$ cat config.mk
export PLATFORM = sky130hd
export DESIGN_NAME = rtc_timekeeper
export DESIGN_NICKNAME = d
export VERILOG_FILES = /design/src/rtl/rtc_timekeeper.sv
export SDC_FILE = /design/constraint.sdc
export NUM_CORES = 1
export LEC_CHECK = 0
export CORE_MARGIN = 4
export CORE_UTILIZATION = 45
export CTS_CLUSTER_DIAMETER = 200
export DETAILED_ROUTE_END_ITERATION = 8
export HOLD_SLACK_MARGIN = 0.08
export PLACE_DENSITY_LB_ADDON = 0.12
export SLEW_MARGIN = 20
export SYNTH_ARGS = -nofsm -noshare
export SYNTH_HDL_FRONTEND = slang
export SYNTH_SLANG_ARGS = --single-unit
$ cat constraint.sdc
create_clock -name clk -period 14.4 [get_ports clk]
set_input_delay 1.44 -clock clk [delete_from_list [all_inputs] [get_ports clk]]
set_output_delay 1.44 -clock clk [all_outputs]
set_load 0.05 [all_outputs]
$ cat src/rtl/rtc_timekeeper.sv
// Centisecond time-of-day keeper with 12/24-hour BCD display, time/alarm set
// modes, up/down auto-repeat and a self-clearing alarm.
module rtc_timekeeper #(
    parameter int CLK_HZ        = 100_000_000,
    parameter int REPEAT_CYC    = 25_000_000,
    parameter int ALARM_SECS    = 60,
    parameter int ALARM_RST_HR  = 6,
    parameter int ALARM_RST_MIN = 0
) (
    input  logic       clk,
    input  logic       rst,
    input  logic       center,
    input  logic       left,
    input  logic       right,
    input  logic       up,
    input  logic       down,
    input  logic       fmt_24h,
    input  logic       alarm_en,
    output logic [7:0] d_csec,
    output logic [7:0] d_sec,
    output logic [7:0] d_min,
    output logic [7:0] d_hr,
    output logic       pm,
    output logic [1:0] mode,
    output logic       field_hr,
    output logic       alarm_hit,
    output logic       tick_cs
);
    localparam int DIV      = CLK_HZ / 100;
    localparam int PW       = (DIV > 2) ? $clog2(DIV) : 1;
    localparam int RW       = (REPEAT_CYC > 1) ? $clog2(REPEAT_CYC + 1) : 1;
    localparam int ALARM_CS = (ALARM_SECS > 0) ? ALARM_SECS * 100 : 1;
    localparam int AW       = $clog2(ALARM_CS + 1);

    typedef enum logic [1:0] {RUN = 2'd0, SET_TIME = 2'd1, SET_ALARM = 2'd2} mode_t;

    function automatic logic [7:0] to_bcd(input logic [6:0] v);
        return {4'(v / 7'd10), 4'(v % 7'd10)};
    endfunction

    function automatic logic [5:0] wrap_step(input logic [5:0] v, input logic [5:0] top,
                                             input logic inc);
        if (inc)
            return (v == top) ? 6'd0 : v + 6'd1;
        return (v == 6'd0) ? top : v - 6'd1;
    endfunction

    mode_t          mode_reg, mode_next;
    logic [4:0]     btn, btn_prev_reg, btn_edge;
    logic [1:0]     held, step_ev;
    logic [4:0]     hr_reg, al_hr_reg;
    logic [5:0]     min_reg, sec_reg, al_min_reg;
    logic [6:0]     csec_reg;
    logic [PW-1:0]  presc_reg;
    logic           field_hr_reg, tick_reg, alarm_hit_reg;
    logic [AW-1:0]  al_cnt_reg;
    logic [7:0]     d_csec_reg, d_sec_reg, d_min_reg, d_hr_reg;
    logic           pm_reg;

    // Button order: {center, left, right, up, down}
    assign btn      = {center, left, right, up, down};
    assign btn_edge = btn & ~btn_prev_reg;
    assign held     = {up, down};

    always_ff @(posedge clk) begin
        if (rst)
            btn_prev_reg <= '0;
        else
            btn_prev_reg <= btn;
    end

    // Auto-repeat for up (gi=1) and down (gi=0); the count restarts on each edge.
    genvar gi;
    generate
        for (gi = 0; gi < 2; gi++) begin : g_rep
            logic [RW-1:0] rep_cnt_reg;
            logic          rep_fire;
            assign rep_fire = (REPEAT_CYC != 0) && held[gi] && !btn_edge[gi] &&
                              (rep_cnt_reg == RW'(REPEAT_CYC));
            always_ff @(posedge clk) begin
                if (rst || !held[gi])
                    rep_cnt_reg <= '0;
                else if (btn_edge[gi] || rep_fire)
                    rep_cnt_reg <= RW'(1);
                else if (rep_cnt_reg != RW'(REPEAT_CYC))
                    rep_cnt_reg <= rep_cnt_reg + 1'b1;
            end
            assign step_ev[gi] = btn_edge[gi] || rep_fire;
        end
    endgenerate

    logic c_ev, lr_ev, any_ev, inc, dec, edit;
    assign c_ev   = btn_edge[4];
    assign lr_ev  = btn_edge[3] | btn_edge[2];
    assign any_ev = (|btn_edge) | (|step_ev);
    assign inc    = step_ev[1] & ~step_ev[0];
    assign dec    = step_ev[0] & ~step_ev[1];
    assign edit   = inc | dec;

    always_ff @(posedge clk) begin
        if (rst)
            mode_reg <= SET_TIME;
        else
            mode_reg <= mode_next;
    end

    always_comb begin
        mode_next = mode_reg;
        if (c_ev) begin
            case (mode_reg)
                RUN:      mode_next = SET_TIME;
                SET_TIME: mode_next = SET_ALARM;
                default:  mode_next = RUN;
            endcase
        end
    end

    // A center event pre-empts editing and counting on the same cycle.
    always_ff @(posedge clk) begin
        if (rst) begin
            hr_reg       <= '0;
            min_reg      <= '0;
            sec_reg      <= '0;
            csec_reg     <= '0;
            al_hr_reg    <= 5'(ALARM_RST_HR);
            al_min_reg   <= 6'(ALARM_RST_MIN);
            presc_reg    <= '0;
            field_hr_reg <= 1'b0;
            tick_reg     <= 1'b0;
        end else if (c_ev) begin
            tick_reg <= 1'b0;
            if (mode_next == SET_TIME) begin
                csec_reg  <= '0;
                sec_reg   <= '0;
                presc_reg <= '0;
            end
            if (mode_next != RUN)
                field_hr_reg <= 1'b0;
        end else if (mode_reg != RUN) begin
            presc_reg <= '0;
            tick_reg  <= 1'b0;
            if (lr_ev)
                field_hr_reg <= ~field_hr_reg;
            if (edit) begin
                if (mode_reg == SET_TIME) begin
                    if (field_hr_reg)
                        hr_reg <= 5'(wrap_step({1'b0, hr_reg}, 6'd23, inc));
                    else
                        min_reg <= wrap_step(min_reg, 6'd59, inc);
                end else begin
                    if (field_hr_reg)
                        al_hr_reg <= 5'(wrap_step({1'b0, al_hr_reg}, 6'd23, inc));
                    else
                        al_min_reg <= wrap_step(al_min_reg, 6'd59, inc);
                end
            end
        end else if (presc_reg == PW'(DIV - 1)) begin
            presc_reg <= '0;
            tick_reg  <= 1'b1;
            if (csec_reg == 7'd99) begin
                csec_reg <= '0;
                if (sec_reg == 6'd59) begin
                    sec_reg <= '0;
                    if (min_reg == 6'd59) begin
                        min_reg <= '0;
                        hr_reg  <= (hr_reg == 5'd23) ? 5'd0 : hr_reg + 5'd1;
                    end else begin
                        min_reg <= min_reg + 6'd1;
                    end
                end else begin
                    sec_reg <= sec_reg + 6'd1;
                end
            end else begin
                csec_reg <= csec_reg + 7'd1;
            end
        end else begin
            presc_reg <= presc_reg + 1'b1;
            tick_reg  <= 1'b0;
        end
    end

    // tick_reg marks that the time registers just advanced, so an exact match
    // here means this tick reached the alarm time.
    logic trigger, clear;
    assign trigger = (mode_reg == RUN) && alarm_en && tick_reg &&
                     (hr_reg == al_hr_reg) && (min_reg == al_min_reg) &&
                     (sec_reg == 6'd0) && (csec_reg == 7'd0);
    assign clear   = any_ev || !alarm_en || (mode_reg != RUN) || (mode_next != RUN);

    always_ff @(posedge clk) begin
        if (rst || clear) begin
            alarm_hit_reg <= 1'b0;
            al_cnt_reg    <= '0;
        end else if (trigger) begin
            alarm_hit_reg <= 1'b1;
            al_cnt_reg    <= '0;
        end else if (alarm_hit_reg && tick_reg) begin
            if (al_cnt_reg == AW'(ALARM_CS - 1)) begin
                alarm_hit_reg <= 1'b0;
                al_cnt_reg    <= '0;
            end else begin
                al_cnt_reg <= al_cnt_reg + 1'b1;
            end
        end
    end

    logic [4:0] src_hr, hr12;
    logic [5:0] src_min, src_sec;
    logic [6:0] src_csec;
    always_comb begin
        src_hr   = hr_reg;
        src_min  = min_reg;
        src_sec  = sec_reg;
        src_csec = csec_reg;
        if (mode_reg == SET_ALARM) begin
            src_hr   = al_hr_reg;
            src_min  = al_min_reg;
            src_sec  = '0;
            src_csec = '0;
        end
        hr12 = src_hr;
        if (src_hr == 5'd0)
            hr12 = 5'd12;
        else if (src_hr > 5'd12)
            hr12 = src_hr - 5'd12;
    end

    always_ff @(posedge clk) begin
        if (rst) begin
            d_csec_reg <= '0;
            d_sec_reg  <= '0;
            d_min_reg  <= '0;
            d_hr_reg   <= fmt_24h ? 8'h00 : 8'h12;
            pm_reg     <= 1'b0;
        end else begin
            d_csec_reg <= to_bcd(src_csec);
            d_sec_reg  <= to_bcd(7'(src_sec));
            d_min_reg  <= to_bcd(7'(src_min));
            d_hr_reg   <= to_bcd(7'(fmt_24h ? src_hr : hr12));
            pm_reg     <= (src_hr >= 5'd12);
        end
    end

    assign d_csec    = d_csec_reg;
    assign d_sec     = d_sec_reg;
    assign d_min     = d_min_reg;
    assign d_hr      = d_hr_reg;
    assign pm        = pm_reg;
    assign mode      = mode_reg;
    assign field_hr  = field_hr_reg;
    assign alarm_hit = alarm_hit_reg;
    assign tick_cs   = tick_reg;
endmodule

==> results of run 1 <==
-- worst max path at each step --
| stage | end | slack (ps) | cells past startpoint |
|---|---|---|---|
| floorplan | d_csec[2] | 9290 | 25 |
| global placement | d_hr[1] | 9430 | 15 |
| detailed placement | d_hr[1] | 9360 | 15 |
| CTS | d_csec[2] | 9400 | 18 |
| global route | d_csec[2] | 8890 | 20 |
| finish | d_csec[2] | 9380 | 20 |
-- kinds of logic (layout without fill, tap and decap cells) --
logic type	count (synthesis)	after routing	share of synthesized area, %
AOI/OAI and AO/OA	231	231	17.0
xor gates and xnor gates	87	87	8.32
adders and majority gates	37	37	5.01
buffers and inverters	108	120	4.93
DFF	157	157	34.0
muxes	25	25	3.21
other	1	4	0.0406
and+or+nand+nor	523	523	27.5
-- per-layer routing --
metal	vias up	wire (um)	GRT usage, %
met5	-	0	0
met4	0	218	4.26
met3	19	889	4.34
met2	144	9420	30.3
met1	3749	10400	25.4
li1	4130	-	-
-- Yosys cell counts (all sizes together) (5+ instances only) --
cell	n	area [um2]
xor2	55	482
a22oi	5	37.5
nor2	166	623
inv	43	161
dfxtp	157	3140
nor3	39	200
mux2	12	143
nor2b	11	68.8
ha	37	463
nor4	10	62.6
mux2i	13	154
buf	20	125
a21oi	61	317
a31oi	18	113
a211oi	12	105
nand2	116	435
xnor2	32	288
nand2b	9	63.8
and2	10	62.6
or4b	6	60.1
o21ai	53	269
clkbuf	45	169
o21a	6	45.0
o211ai	6	45.0
nand4	22	138
a21o	9	67.6
nor4b	8	70.1
a311oi	9	78.8
and3	26	163
or3	14	97.6
nand3	64	320
a221oi	5	43.8
-- metrics by stage --
step	power (uW)	cell area, um2
after floorplan	588	9260
after global placement	624	9740
after detailed placement	625	9740
after CTS	1070	10300
after global routing	1110	10300
final	1060	10300
-- area by class of cell --
class	instances	share of cell area (%)
clock buffer	17	4.13
clock inverter	15	1.43
inverter	43	1.57
multi-input combinational	907	54.9
sequential	157	30.5
tap	270	3.28
timing repair buffer	45	4.25
-- power by group through the flow --
stage          sequential (uW)  combinational, uW  clock [uW]
2_1_floorplan              479                109           0
3_3_place_gp               467                157           0
3_5_place_dp               468                158           0
4_1_cts                    457                158         452
5_1_grt                    459                175         473
6_report                   457                158         441
-- worst max-delay path, delay by kind of cell (launching register included) --
kind / cells / cell delay [ps]
simple gates: 7 / 1560
compound gates: 6 / 1380
fa+ha+maj: 3 / 690
mux: 2 / 580
flops: 1 / 550
buf+inv: 2 / 150
==> flow_summary.yaml, run 1 <==
outcome:
  status: "finished clean"
clock_network:
  numCtsBuffers: 17
  postCtsSetupBuffers: 0
  cts_tree: "built"
  numClockSinks: 157
  clkTransAtPathRegs_ps: 70
  clockBufferDepth: 2
  h-tree-depth: 4
  cts_resized: 0
  clockRootBuffer: "clkbuf_16"
  cts_hold_buffers: 0
  clock_latency_ps: 430
layout:
  layout_common_cells: "nor2_1, dfxtp_1, nand2_1"
  largest_reg_flops: 50
  final_common_cell: "nor2_1"
  multi_input_area_mm2: 0.00566
  drive_above_1_share_pct: 6.76
  area_growth_pct: 11.5
  fin_cells: 1454
  fin_util_pct: 51.0
  nFillCells: 2028
  n_antenna_cell: 0
  nets: 1217
  regArea_mm2: 0.00314
power_and_ir_drop:
  p_int_uw: 734
  vdd_drop_max_mv: 0.0705
  power_frac_seq_pct: 43.3
  p_sw_share_pct: 30.4
  pwr-share-clk_pct: 41.7
  leakagePower_uw: 0.00374
  netSwitchingPower_uw: 321
  pwr-share-comb_pct: 14.9
  p_per_area_mw_per_mm2: 102
min_path:
  hold_depth: 1
  worstHoldPathType: "reg -> reg"
  min_to: "presc_reg[19]"
  hold_start: "presc_reg[19]"
yosys:
  synth_cells: 1169
  async_flop_share_pct: 0
  ys_seq_area_share_pct: 34.0
  synth_edf_count: 0
  synth_area_mm2: 0.00925
  synthFlopType: "dfxtp_1"
  avgSynthCellArea_um2: 7.91
  synth_warnings: 0
  synth-seq-cells: 157
  synth.distinct_cells: 83
timing:
  slew_headroom_pct: 32.3
  finalMaxSlewViolations: 0
  finalCritPeriodShare_pct: 34.9
  grt_setup_unrepaired: "false"
  tightest_slew_ps: 1010
  skew_ps: 11.8
  setup_viol: 0
  whs_ps: 475
  totalNegativeSetupSlack_ps: 0
  max_freq_ghz: 0.199
  fin_crit_ps: 5020
  finalWorstSetupSlack_ps: 9380
  hold_violations: 0
die:
  dieArea_mm2: 0.0229
  ios: 47
  dieHeight_um: 151
  start_util_pct: 45.7
  die_w_um: 151
  core_area_mm2: 0.0202
  num_rows: 52
worst_setup_path:
  reg2reg_depth: 20
  arrival_ps: 5340
  crit_chain: "nand2b_4, and2_1, ha_1, o21ai_0, and3_1, nor2_1, ha_1, nor2_1, inv_1, o2111ai_1, nand2_1, a311oi_1, mux2_2, ha_1, inv_1, a211o_1, o211ai_1, o221ai_1, nor2_1, mux2_2"
  slowest_stage: "dfxtp_1"
  cp.required_ps: 14720
  crit_path_start: "mode[1]"
  reg2reg_to: "d_csec[2]"
  reg2reg_slack_ps: 9380
  cp-start-kind: "flop"
  worst_path_largest_cell_delay_ps: 550
  r2r-start: "mode[1]"
  crit_type: "reg -> reg"
  critical_path.endpoint_type: "flop"
  worstPathMaxFanout: 34
detailed_routing:
  vias: 8042
  ant_nets: 0
  drc_errors: 0
  wl_per_cell_um: 14.4
  drt_iter0_drc: 631
  wl_um: 20900
  firstDrtPassIters: 4
  via_per_inst: 5.53
run:
  max_cap_violations: 0
placed_design:
  preCtsSetupSlack_ps: 9360
  place_congestion: 0.871
  port_buffers: 42
  dp_cells: 1422
  hpwlAfterDp_um: 14600
grt:
  grt_pass1_wl_um: 35600
  grtUsageTotal_pct: 18.7
  grt.overflow.total: 0
  antenna_found_initial: 0
  grt_max_degree: 74
  grt_pass1_vias: 7478
(Power assumes the default switching activity.)
==> inputs of run 2 (changes only) <==
clock period = 5.05 ns   (was 14.4 ns; I/O delays follow)
==> run 2 against run 1 <==
Compared with the run above:
- critical endpoint unchanged
- largest cell class unchanged
- critical path type unchanged
- non-clock buffer count rose by 2
- maximum frequency rose by 11%
- global-route usage rose by 0.38 points
- largest power group unchanged
- cell area rose by 0.11%
==> flow_summary.yaml, run 2 (synthesized netlist as in run 1, its figures left out) <==
worst_setup_path:
  cp.required_ps: 5360
  reg2reg_depth: 19
  crit_type: "reg -> reg"
  worstPathMaxFanout: 19
  crit_chain: "nand2b_4, and2_1, ha_1, o21ai_1, and3_1, nor2_1, ha_1, o31ai_1, o2111ai_1, nand2_1, a311oi_1, mux2_2, ha_1, inv_1, a211o_1, o211ai_1, o221ai_1, nor2_1, mux2_2"
  worst_path_largest_cell_delay_ps: 420
  path_common_cell: "ha_1"
  cp-start-kind: "flop"
  slowest_stage: "dfxtp_2"
  arrival_ps: 4840
  critPathBufInv: 1
  critical_path.endpoint_type: "flop"
  path_depth: 19
  cpLargestDelayFamily: "simple AND/OR/NAND/NOR gates"
detailed_routing:
  drc_errors: 0
  firstDrtPassIters: 5
  vias: 8080
  drt_iter0_drc: 440
  ant_nets: 0
  wl_per_cell_um: 14.6
  via_per_inst: 5.55
  wl_um: 21200
layout:
  area_growth_pct: 11.7
  drive_above_1_share_pct: 7.08
  layout_common_cells: "nor2_1, dfxtp_1, nand2_1"
  n_antenna_cell: 0
  largest_reg_flops: 50
  nFillCells: 1931
  fin_util_pct: 51.0
  nets: 1219
  regArea_mm2: 0.00315
  multi_input_area_mm2: 0.00566
  final_common_cell: "nor2_1"
grt:
  grt.overflow.total: 0
  grt_pass1_vias: 7520
  grtUsageTotal_pct: 19.1
  grt_pass1_wl_um: 36100
  grt_max_degree: 49
  antenna_found_initial: 0
die:
  core_area_mm2: 0.0202
  die_w_um: 151
  num_rows: 52
  ios: 47
  dieArea_mm2: 0.0229
  start_util_pct: 45.7
  dieHeight_um: 151
timing:
  grt_setup_unrepaired: "false"
  hold_violations: 0
  max_freq_ghz: 0.221
  setup_viol: 0
  whs_ps: 476
  slew_headroom_pct: 30.4
  tightest_slew_ps: 1040
  fin_crit_ps: 4530
  finalCritPeriodShare_pct: 89.7
  skew_ps: 12.4
  finalMaxSlewViolations: 0
  totalNegativeSetupSlack_ps: 0
power_and_ir_drop:
  pwr-share-comb_pct: 15.1
  power_frac_seq_pct: 43.5
  vdd_drop_max_mv: 0.210
  p_sw_share_pct: 29.2
  p_int_uw: 2120
  p_total_uw: 3000
  leakagePower_uw: 0.00374
  netSwitchingPower_uw: 875
  p_per_area_mw_per_mm2: 290
  pwr-share-clk_pct: 41.4
min_path:
  hold_depth: 1
  worstHoldPathType: "reg -> reg"
placed_design:
  port_buffers: 42
  place_congestion: 0.843
  hpwlAfterDp_um: 15100
clock_network:
  postCtsSetupBuffers: 0
  h-tree-depth: 4
  numCtsBuffers: 17
  cts_resized: 0
  cts_hold_buffers: 0
  cts_tree: "built"
  clockBufferDepth: 2
  numClockSinks: 157
  clkTransAtPathRegs_ps: 60
  clockRootBuffer: "clkbuf_16"
  clock_latency_ps: 420
run:
  max_cap_violations: 0
outcome:
  status: "finished clean"
[run 2: changes by cell type in the layout (fill, tap and decap cells not counted), sizes merged]
cell	previous run	this run
clkinv	5	2
buf	4	6
clkbuf	17	20
inv	52	50
clkinvlp	1	3
[run 2: power groups by stage]
stage	Sequential [uW]	Clock, uW	Combinational (uW)
4_1_cts	1300	1270	454
5_1_grt	1310	1320	500
3_5_place_dp	1330	0	453
2_1_floorplan	1370	0	311
6_report	1300	1240	452
3_3_place_gp	1330	0	451
[run 2: cell type report]
cell class / count / area share (%)
Clock buffer: 20 / 4.52
Clock inverter: 12 / 0.970
Inverter: 43 / 1.56
Multi-Input combinational cell: 907 / 54.8
Sequential cell: 157 / 30.5
Tap cell: 270 / 3.27
Timing Repair Buffer: 47 / 4.39
[run 2: final timing paths]
kind / startpoint / endpoint / slack (ps)
worst max-delay path: mode[0] / d_csec[2] / 520
worst min-delay path: presc_reg[19] / presc_reg[19] / 480
worst max register to register: mode[0] / d_csec[2] / 520
worst min register to register: presc_reg[19] / presc_reg[19] / 480
[run 2: stage by stage]
stage	cell area [um2]	instances	setup slack (ps)
floorplan	9260	1172	117
global placement	9760	1424	521
detailed placement	9760	1424	487
CTS	10300	1456	475
global route	10300	1456	56.7
finish	10300	1456	522
[run 2: metal layers]
metal	GRT usage (%)	part of all wire, %	vias up
li1	-	-	4142
met1	26.1	49	3795
met2	30.9	47	128
met3	4.16	3.5	15
met4	4.26	0.90	0
met5	0	0	-
